### src/rtl/grf_wb_pkg.sv
// Shared types and constants for the GRF write-back writer: source select,
// buffered long-latency result entry, and a register one-hot helper.
package grf_wb_pkg;

    localparam logic [4:0] REG_ZERO = 5'd0;
    localparam int         NREGS    = 32;
    localparam int         WB_DW    = 32;

    typedef enum logic [1:0] {
        SRC_NONE = 2'd0,
        SRC_W    = 2'd1,
        SRC_FIFO = 2'd2,
        SRC_BYP  = 2'd3
    } wb_src_t;

    typedef struct packed {
        logic [4:0]       wa;
        logic [WB_DW-1:0] data;
        logic [WB_DW-1:0] pc;
    } wb_entry_t;

    function automatic logic [NREGS-1:0] reg_onehot(input logic [4:0] wa);
        return NREGS'(1) << wa;
    endfunction

endpackage

### src/rtl/grf_wb_writer_wb_fifo.sv
// Small synchronous FIFO of write-back entries; pointers wrap modulo DEPTH
// (DEPTH is a power of two), count saturates at DEPTH and never underflows.
module wb_fifo
    import grf_wb_pkg::*;
#(
    parameter int DEPTH = 2,
    localparam int AW   = $clog2(DEPTH),
    localparam int CW   = $clog2(DEPTH) + 1
) (
    input  logic            clk,
    input  logic            rst_n,
    input  logic            push_i,
    input  wb_entry_t       push_data_i,
    input  logic            pop_i,
    output wb_entry_t       head_o,
    output logic            full_o,
    output logic            empty_o,
    output logic [CW-1:0]   count_o
);

    wb_entry_t       mem_q [DEPTH];
    logic [AW-1:0]   wr_ptr_q, wr_ptr_d;
    logic [AW-1:0]   rd_ptr_q, rd_ptr_d;
    logic [CW-1:0]   cnt_q, cnt_d;
    logic            push_eff, pop_eff;

    assign full_o   = (cnt_q == CW'(DEPTH));
    assign empty_o  = (cnt_q == '0);
    assign count_o  = cnt_q;
    assign head_o   = mem_q[rd_ptr_q];

    // A push while full is dropped; the writer never requests one.
    assign push_eff = push_i & ~full_o;
    assign pop_eff  = pop_i & ~empty_o;

    always_comb begin
        wr_ptr_d = wr_ptr_q;
        rd_ptr_d = rd_ptr_q;
        cnt_d    = cnt_q;
        if (push_eff) wr_ptr_d = wr_ptr_q + AW'(1);
        if (pop_eff)  rd_ptr_d = rd_ptr_q + AW'(1);
        if (push_eff && !pop_eff) cnt_d = cnt_q + CW'(1);
        if (pop_eff && !push_eff) cnt_d = cnt_q - CW'(1);
    end

    always_ff @(posedge clk or negedge rst_n) begin
        if (!rst_n) begin
            wr_ptr_q <= '0;
            rd_ptr_q <= '0;
            cnt_q    <= '0;
        end else begin
            wr_ptr_q <= wr_ptr_d;
            rd_ptr_q <= rd_ptr_d;
            cnt_q    <= cnt_d;
        end
    end

    always_ff @(posedge clk) begin
        if (push_eff) mem_q[wr_ptr_q] <= push_data_i;
    end

endmodule

### src/rtl/grf_wb_writer.sv
// Sole driver of the GRF write port: merges the W-stage result with buffered
// long-latency results and tracks in-flight long-latency destinations.
module grf_wb_writer
    import grf_wb_pkg::*;
#(
    parameter int DEPTH = 2,
    parameter int DW    = WB_DW,
    localparam int CW   = $clog2(DEPTH) + 1
) (
    input  logic              clk,
    input  logic              reset_n,
    input  logic              w_valid,
    input  logic [4:0]        w_wa,
    input  logic [DW-1:0]     w_data,
    input  logic [DW-1:0]     w_pc,
    input  logic              lr_valid,
    output logic              lr_ready,
    input  logic [4:0]        lr_wa,
    input  logic [DW-1:0]     lr_data,
    input  logic [DW-1:0]     lr_pc,
    input  logic              iss_valid,
    input  logic [4:0]        iss_wa,
    output logic              RegWrite,
    output logic [4:0]        WA,
    output logic [DW-1:0]     RegData,
    output logic [DW-1:0]     PC_Out,
    output logic [NREGS-1:0]  pend_vec,
    output logic [CW-1:0]     fifo_cnt
);

    // The buffered entry type is fixed to the package data width.
    if (DW != WB_DW) begin : g_dw_check
        $error("grf_wb_writer: DW must equal grf_wb_pkg::WB_DW");
    end

    wb_src_t          sel;
    wb_entry_t        sel_e, lr_e, head_e;
    logic             fifo_full, fifo_empty, push, pop;

    logic             regwrite_q, regwrite_d;
    logic [4:0]       wa_q, wa_d;
    logic [DW-1:0]    data_q, data_d;
    logic [DW-1:0]    pc_q, pc_d;
    logic [NREGS-1:0] pend_q, pend_d;

    assign lr_e     = '{wa: lr_wa, data: lr_data, pc: lr_pc};
    assign lr_ready = (fifo_cnt < CW'(DEPTH));

    always_comb begin
        sel   = SRC_NONE;
        sel_e = '0;
        if (w_valid) begin
            sel   = SRC_W;
            sel_e = '{wa: w_wa, data: w_data, pc: w_pc};
        end else if (!fifo_empty) begin
            sel   = SRC_FIFO;
            sel_e = head_e;
        end else if (lr_valid) begin
            sel   = SRC_BYP;
            sel_e = lr_e;
        end
    end

    // lr_ready uses the pre-pop count, so a full FIFO never sees a push.
    assign push = lr_valid & lr_ready & (sel != SRC_BYP);
    assign pop  = (sel == SRC_FIFO);

    wb_fifo #(.DEPTH(DEPTH)) u_fifo (
        .clk         (clk),
        .rst_n       (reset_n),
        .push_i      (push),
        .push_data_i (lr_e),
        .pop_i       (pop),
        .head_o      (head_e),
        .full_o      (fifo_full),
        .empty_o     (fifo_empty),
        .count_o     (fifo_cnt)
    );

    always_comb begin
        regwrite_d = 1'b0;
        wa_d       = wa_q;
        data_d     = data_q;
        pc_d       = pc_q;
        if (sel != SRC_NONE) begin
            regwrite_d = (sel_e.wa != REG_ZERO);
            wa_d       = sel_e.wa;
            data_d     = sel_e.data;
            pc_d       = sel_e.pc;
        end
    end

    // Clear before set so an issue to the same register in the same cycle wins.
    always_comb begin
        pend_d = pend_q;
        if (sel == SRC_FIFO || sel == SRC_BYP) pend_d = pend_d & ~reg_onehot(sel_e.wa);
        if (iss_valid)                         pend_d = pend_d | reg_onehot(iss_wa);
        pend_d[0] = 1'b0;
    end

    always_ff @(posedge clk or negedge reset_n) begin
        if (!reset_n) begin
            regwrite_q <= 1'b0;
            wa_q       <= '0;
            data_q     <= '0;
            pc_q       <= '0;
            pend_q     <= '0;
        end else begin
            regwrite_q <= regwrite_d;
            wa_q       <= wa_d;
            data_q     <= data_d;
            pc_q       <= pc_d;
            pend_q     <= pend_d;
        end
    end

    assign RegWrite = regwrite_q;
    assign WA       = wa_q;
    assign RegData  = data_q;
    assign PC_Out   = pc_q;
    assign pend_vec = pend_q;

endmodule
### config.mk
export PLATFORM = sky130hd
export DESIGN_NAME = grf_wb_writer
export DESIGN_NICKNAME = d
export VERILOG_FILES = /design/src/rtl/grf_wb_pkg.sv /design/src/rtl/grf_wb_writer_wb_fifo.sv /design/src/rtl/grf_wb_writer.sv
export SDC_FILE = /design/constraint.sdc
export NUM_CORES = 1
export LEC_CHECK = 0
export CORE_ASPECT_RATIO = 0.75
export CORE_MARGIN = 10
export CORE_UTILIZATION = 40
export DETAILED_ROUTE_END_ITERATION = 7
export PLACE_DENSITY = 0.67
export REMOVE_ABC_BUFFERS = 1
export SYNTH_ARGS = -nofsm -noshare
export SYNTH_HDL_FRONTEND = slang
export SYNTH_SLANG_ARGS = --single-unit
### constraint.sdc
create_clock -name clk -period 5.5 [get_ports clk]
set_clock_uncertainty 0.15 [all_clocks]
set_input_delay 0.55 -clock clk [delete_from_list [all_inputs] [get_ports clk]]
set_output_delay 0.55 -clock clk [all_outputs]
set_load 0.02 [all_outputs]
# Word-level counts from Yosys, hierarchy flattened
# Memories as Yosys holds them, arrays and structs flattened.
# Cells that the tools add are included.
# classes
n_reduce_logical,9
shift,2
addsub,4
mux,13
eq_ne,4
n_bitwise,9
magnitude_cmp,1
# op_table
cell,n
2-to-1 mux 69 bit,3
2-to-1 mux 32 bit,2
left shift 1 x 5 -> 32 bit (first input constant),2
bitwise AND 32 bit,1
NOT 32 bit,1
bitwise OR 32 bit,1
2-to-1 mux 2 bit,5
== test 2 bit (second input constant),3
nonzero test 5 bit,1
bitwise AND 1 bit,4
nonzero test 2 bit,2
2-to-1 mux 1 bit,3
adder 1 bit (second input constant),2
adder 2 x 1 -> 2 bit (second input constant),1
logical AND 1 bit,2
logical NOT 1 bit,2
logical NOT 2 bit,1
less-than comparator 2 bit (second input constant),1
!= test 2 bit (second input constant),1
NOT 1 bit,2
subtractor 2 x 1 -> 2 bit (second input constant),1
logical OR 1 bit,1
# totals
memories,1
regBits,105
output_inout_bits,105
ramBits,138
in_bits,148
# memory_table
memory,words,word_bits,rd,rd_ports_with_merged_regs,write_ports,line_no,rtl
u_fifo.mem_q,2,69,1,0,1,grf_wb_writer_wb_fifo.sv:21,wb_entry_t mem_q [DEPTH];

# Depth between registers and ports, before layout
# depth
word_depth,9
mapped_depth,9
mapped_depth_nobuf,6

# Hierarchy
# A second synthesis with hierarchy kept.
# unflattened
cells_unflattened,830
hier_area_um2,10954.3
# modules_own_cells
mod,cells_per_inst,seq_area_each_um2,area_per_inst_um2,n_inst
wb_fifo,233,4244.1,5527.8,1
grf_wb_writer,597,2527.4,5426.5,1

# Least setup slack after synthesis
# No wires, ideal clock.
# synth_path
kind,in2reg
start,input port w_valid
end,"memory u_fifo.mem_q[0][0] (netlist bit), enable pin"
cell_stages,4
arrival_ns,4.032
setup_time_ns,0.497
t_required_ns,4.853
slack_ns,0.821
cell_sequence,buf_6 clkbuf_1 o211ai_1 nor2_1
# synth_between
elab_chain_len,6
# synth_rtl
item,line_no,rtl
from (decl),grf_wb_writer.sv:12,"input logic w_valid,"
2-to-1 mux 2 bit,grf_wb_writer.sv:52,if (w_valid) begin
!= test 2 bit,grf_wb_writer.sv:65,assign push = lr_valid & lr_ready & (sel != SRC_BYP);
bitwise AND 1 bit,grf_wb_writer.sv:65,
bitwise AND 1 bit,grf_wb_writer_wb_fifo.sv:33,assign push_eff = push_i & ~full_o;
2-to-1 mux 1 bit,grf_wb_writer_wb_fifo.sv:59,if (push_eff) mem_q[wr_ptr_q] <= push_data_i;
2-to-1 mux 1 bit (not written as such),grf_wb_writer_wb_fifo.sv:59,
to (decl),grf_wb_writer_wb_fifo.sv:21,
# No other way between the ends.

# Final worst setup path
# layout_path
start,register u_fifo.rd_ptr_q
end,"register pend_q[16], in the netlist pend_vec[16]"
# layout_between
elab_chain_len,9
# layout_rtl
item,line_no,rtl
from (decl),grf_wb_writer_wb_fifo.sv:23,"logic [AW-1:0] rd_ptr_q, rd_ptr_d;"
from (signal assigned),grf_wb_writer_wb_fifo.sv:53,rd_ptr_q <= rd_ptr_d;
memory (2 x 69 bit) (*),-,
2-to-1 mux 69 bit (*),grf_wb_writer.sv:55,end else if (!fifo_empty) begin
2-to-1 mux 69 bit (*),grf_wb_writer.sv:52,
left shift 1 x 5 -> 32 bit (*),grf_wb_pkg.sv:23,return NREGS'(1) << wa;
NOT 32 bit (*),grf_wb_writer.sv:96,if (sel == SRC_FIFO || sel == SRC_BYP) pend_d = pend_d & ~reg_onehot(sel_e.wa);
bitwise AND 32 bit (*),grf_wb_writer.sv:96,
2-to-1 mux 32 bit (*),grf_wb_writer.sv:96,
bitwise OR 32 bit,grf_wb_writer.sv:97,if (iss_valid) pend_d = pend_d | reg_onehot(iss_wa);
2-to-1 mux 32 bit (*),grf_wb_writer.sv:97,
named net pend_d[16],grf_wb_writer.sv:44,"logic [NREGS-1:0] pend_q, pend_d;"
to (signal assigned),grf_wb_writer.sv:113,pend_q <= pend_d;
to (decl),grf_wb_writer.sv:44,
# Mark *: on every way through the listed nets, which the timed path passes. The rest lies on a longest branch.
# A chain may end at the register's enable or synchronous reset.

==> metrics.md <==
| Metric | Value |
|---|---|
| Status | `finished, violations left` |
| Failing checks | `design-rule violations` |
| Vias in the first global route | `7476` |
| Sw Pwr | `2.09 mW` |
| CTS Root Cell | `clkbuf_16` |
| DR iter-0 viols | `838` |
| Synth top cells by count | `edfxtp_1 (138), dfrtp_1 (105), nor2_1 (73)` |
| Worst min path class | `reg2reg` |
| WL final | `30.1 mm` |
| Sequential power share | `0.413` |
| Hold Vio Cnt, Final | `0` |
| Final Core Density | `0.552` |
| Slew margin rel. | `0.179` |
| Simple-gate portion of the synthesized area | `0.0663` |
| Routability cong. | `0.875` |
| Post-synthesis mux area share | `0.0757` |
| Htree depth | `1` |
| Largest net degree at the start of global routing | `85` |
| Worst setup EP type | `flip-flop` |
| CP max stage delay | `1.11 ns` |
| Sw Share | `0.326` |
| CP Launch Type | `flip-flop` |
| Distinct cells, synth | `38` |
| Post-synth ARST share | `0.432` |
| Wire per inst | `22.4 um` |
| Max Freq | `0.335 GHz` |
| Post-CTS setup buffer count | `0` |
| Crit-path max FO | `70` |
| Die X | `204 um` |
| Mapped Area | `0.0102 sq mm` |
| Most common cell in the netlist | `edfxtp_1` |
| Class of the most critical setup path | `reg2reg` |
| Nets | `1139` |
| Clock latency on the worst-skew pair | `0.51 ns` |
| Syn avg cell area | `13.4 sq um` |
| Ports | `253` |
| PortBufs | `251` |
| Post-synth EDFFs | `138` |
| WP data arrival | `3.25 ns` |
| Top_reg_cell synth | `edfxtp_1` |
| Post-route ant nets | `0` |
| Remaining DRCs | `5` |
| Post-synthesis compound-gate area fraction | `0.153` |
| Core footprint | `0.0250 sq mm` |
| Mapped Cells | `759` |
| Area growth syn-to-layout | `35.5%` |
| Max_cap viols | `0` |
| CP bufs+invs | `0` |
| Clk slew on worst S/H paths | `0.06 ns` |
| Initial antenna violation count | `0` |
| Clk buf depth | `3` |
| Sequential Area | `0.00678 sq mm` |
| Clock Sinks | `243` |
| Gates resized, CTS repair | `0` |
| Final period utilization | `0.542` |
| Pwr per Cell Area | `465 mW/mm^2` |
| Overall Power | `6.41 mW` |
| Synth top area share | `0.407` |
| DR vias | `7569` |
| Largest family of logic cells by synthesized area | `compound AO/OA/AOI/OAI gates` |
| CP max stage cell | `dfrtp_4` |
| Area of the multi-input gates | `0.00310 sq mm` |
| CTS tree | `done` |
| Max IR drop VDD | `0.000278 V` |
| Antenna Cells | `0` |
| Top cells by area, synth | `edfxtp_1 (41%), dfrtp_1 (26%), mux2_2 (7.1%)` |
| Hold_buf cts | `1` |
| Clk pwr share | `0.261` |
| Total negative slack | `0 ns` |
| Slew @ Worst Pin | `1.23 ns` |
| Leakage | `4.92 nW` |
| Die H | `158 um` |
| Crit path time final | `2.98 ns` |
| CP cell instances | `mux2i_1 -> o221ai_1 -> o21ai_0 -> o211ai_1` |
| FF+latch count, synth | `243` |
| GRT Util Overall | `0.177` |
| Site Rows | `50` |
| Synth Area in Adders | `0.00123` |
| CP required | `5.77 ns` |
| Register area share after synthesis | `0.665` |
| Final worst setup slack | `2.52 ns` |
| Crit-path leading delay family | `compound AO/OA/AOI/OAI gates` |
| Int Pwr | `4.32 mW` |
| Final setup viols | `0` |
| Fillers | `2136` |
| GRT overflow | `0` |
| Dominant cell type by area after synthesis | `edfxtp_1` |
| Synth Area in XOR/XNOR | `0.00430` |
| RSZ-0062 raised after global routing | `no` |
| Logic pwr share | `0.327` |
| Placement Setup Slack | `2.26 ns` |
| Die Area | `0.0323 sq mm` |
| Pre-Repair DR Iteration Count | `8` |
| Share of cells above drive strength 1 | `0.130` |
| Starting density of the core | `0.407` |
| Hpwl dp | `19.6 mm` |
| Final max-slew violation count | `0` |
| Vias per cell | `5.62` |
| Synth warnings | `0` |
| Cts bufs inserted | `25` |
| First-pass GRT wire length | `45.4 mm` |
## power by group through the flow
stage / Sequential (mW) / Combinational, mW / Clock, mW
5_1_grt: 2.70 / 2.24 / 1.78
6_report: 2.65 / 2.09 / 1.67
3_3_place_gp: 2.67 / 2.08 / 0
2_1_floorplan: 2.90 / 0.885 / 0
4_1_cts: 2.65 / 2.11 / 1.72
3_5_place_dp: 2.68 / 2.10 / 0
## worst paths after layout
kind,cells past startpoint,from,slack (ns),end
worst max-delay path,4,u_fifo.rd_ptr_q,2.52,pend_vec[16]
worst min-delay path,2,PC_Out[28],0.38,PC_Out[28]
worst max register to register,4,u_fifo.rd_ptr_q,2.52,pend_vec[16]
worst min register to register,2,PC_Out[28],0.38,PC_Out[28]
max in group asynchronous,3,reset_n,3.30,u_fifo.rd_ptr_q
min in group asynchronous,2,reset_n,0.51,WA[3]
## metrics by stage
stage          instance area [sq um]  hold slack (ns)  instances
2_1_floorplan                   9900            0.104        698
3_3_place_gp                   13000            0.358       1300
3_5_place_dp                   13000            0.371       1300
4_1_cts                        13800            0.384       1346
5_1_grt                        13800            0.397       1346
6_report                       13800            0.375       1346
## per-layer routing
layer	track usage	wire [um]	up-vias	part of all wire
li1	-	-	3424	-
met1	0.258	13900	3772	0.46
met2	0.260	13000	342	0.43
met3	0.0478	2840	31	0.094
met4	0.0324	440	0	0.015
met5	0	0	-	0
## final cells by class
type	instances	share of cell area
flip-flops and latches	243	0.491
multi-input cells	440	0.225
repair buffers	265	0.191
clock buffers	38	0.0518
well taps	338	0.0306
clock inverters	7	0.00653
inverters	15	0.00408
## cells in the final DEF (no fill, tap or decap), types with 2 or more instances in the layout
| cell type | synthesis | layout |
|---|---|---|
| mux2_2 | 64 | 64 |
| clkdlybuf4s50_1 | 0 | 249 |
| nor2_1 | 73 | 71 |
| nor2b_1 | 3 | 3 |
| buf_4 | 2 | 12 |
| bufinv_16 | 0 | 2 |
| clkbuf_1 | 34 | 9 |
| o221ai_1 | 4 | 4 |
| a21oi_1 | 61 | 61 |
| clkinv_2 | 0 | 2 |
| o31ai_2 | 5 | 6 |
| o31ai_1 | 39 | 38 |
| nor2_4 | 0 | 2 |
| and2_1 | 3 | 3 |
| dfrtp_1 | 105 | 104 |
| o22ai_1 | 10 | 10 |
| o21ai_0 | 20 | 20 |
| buf_12 | 0 | 2 |
| nand3_1 | 33 | 33 |
| o211ai_1 | 4 | 4 |
| o221a_2 | 2 | 2 |
| xnor2_1 | 5 | 5 |
| and3_1 | 2 | 2 |
| a222oi_1 | 59 | 59 |
| clkbuf_16 | 0 | 25 |
| inv_1 | 14 | 14 |
| nand2_1 | 34 | 33 |
| mux2i_1 | 5 | 5 |
| clkbuf_8 | 0 | 4 |
| nor3_1 | 3 | 3 |
| nor3b_1 | 2 | 2 |
| edfxtp_1 | 138 | 138 |
## registers in the layout, summed over array words and instances, names as in the netlist
register,cells
WA,5
RegData,32
u_fifo.mem_q,138
u_fifo.count_o,2
PC_Out,32
pend_vec,31
RegWrite,1
u_fifo.rd_ptr_q,1
u_fifo.wr_ptr_q,1
## worst reg2reg max path, stage by stage (launching register included)
cell	delay, ns
dfrtp_4	1.11
mux2i_1	0.25
o221ai_1	1.02
o21ai_0	0.24
o211ai_1	0.14
## cell families (layout without fill, tap and decap cells)
| kind of cell | count (synthesis) | in the layout |
|---|---|---|
| compound gates | 209 | 209 |
| xor+xnor | 5 | 5 |
| fa+ha+maj | 1 | 1 |
| buf+inv | 76 | 325 |
| flops | 243 | 243 |
| mux | 69 | 69 |
| other cells | 1 | 1 |
| simple gates | 155 | 155 |
No activity file was read; power rests on OpenSTA's default activity.
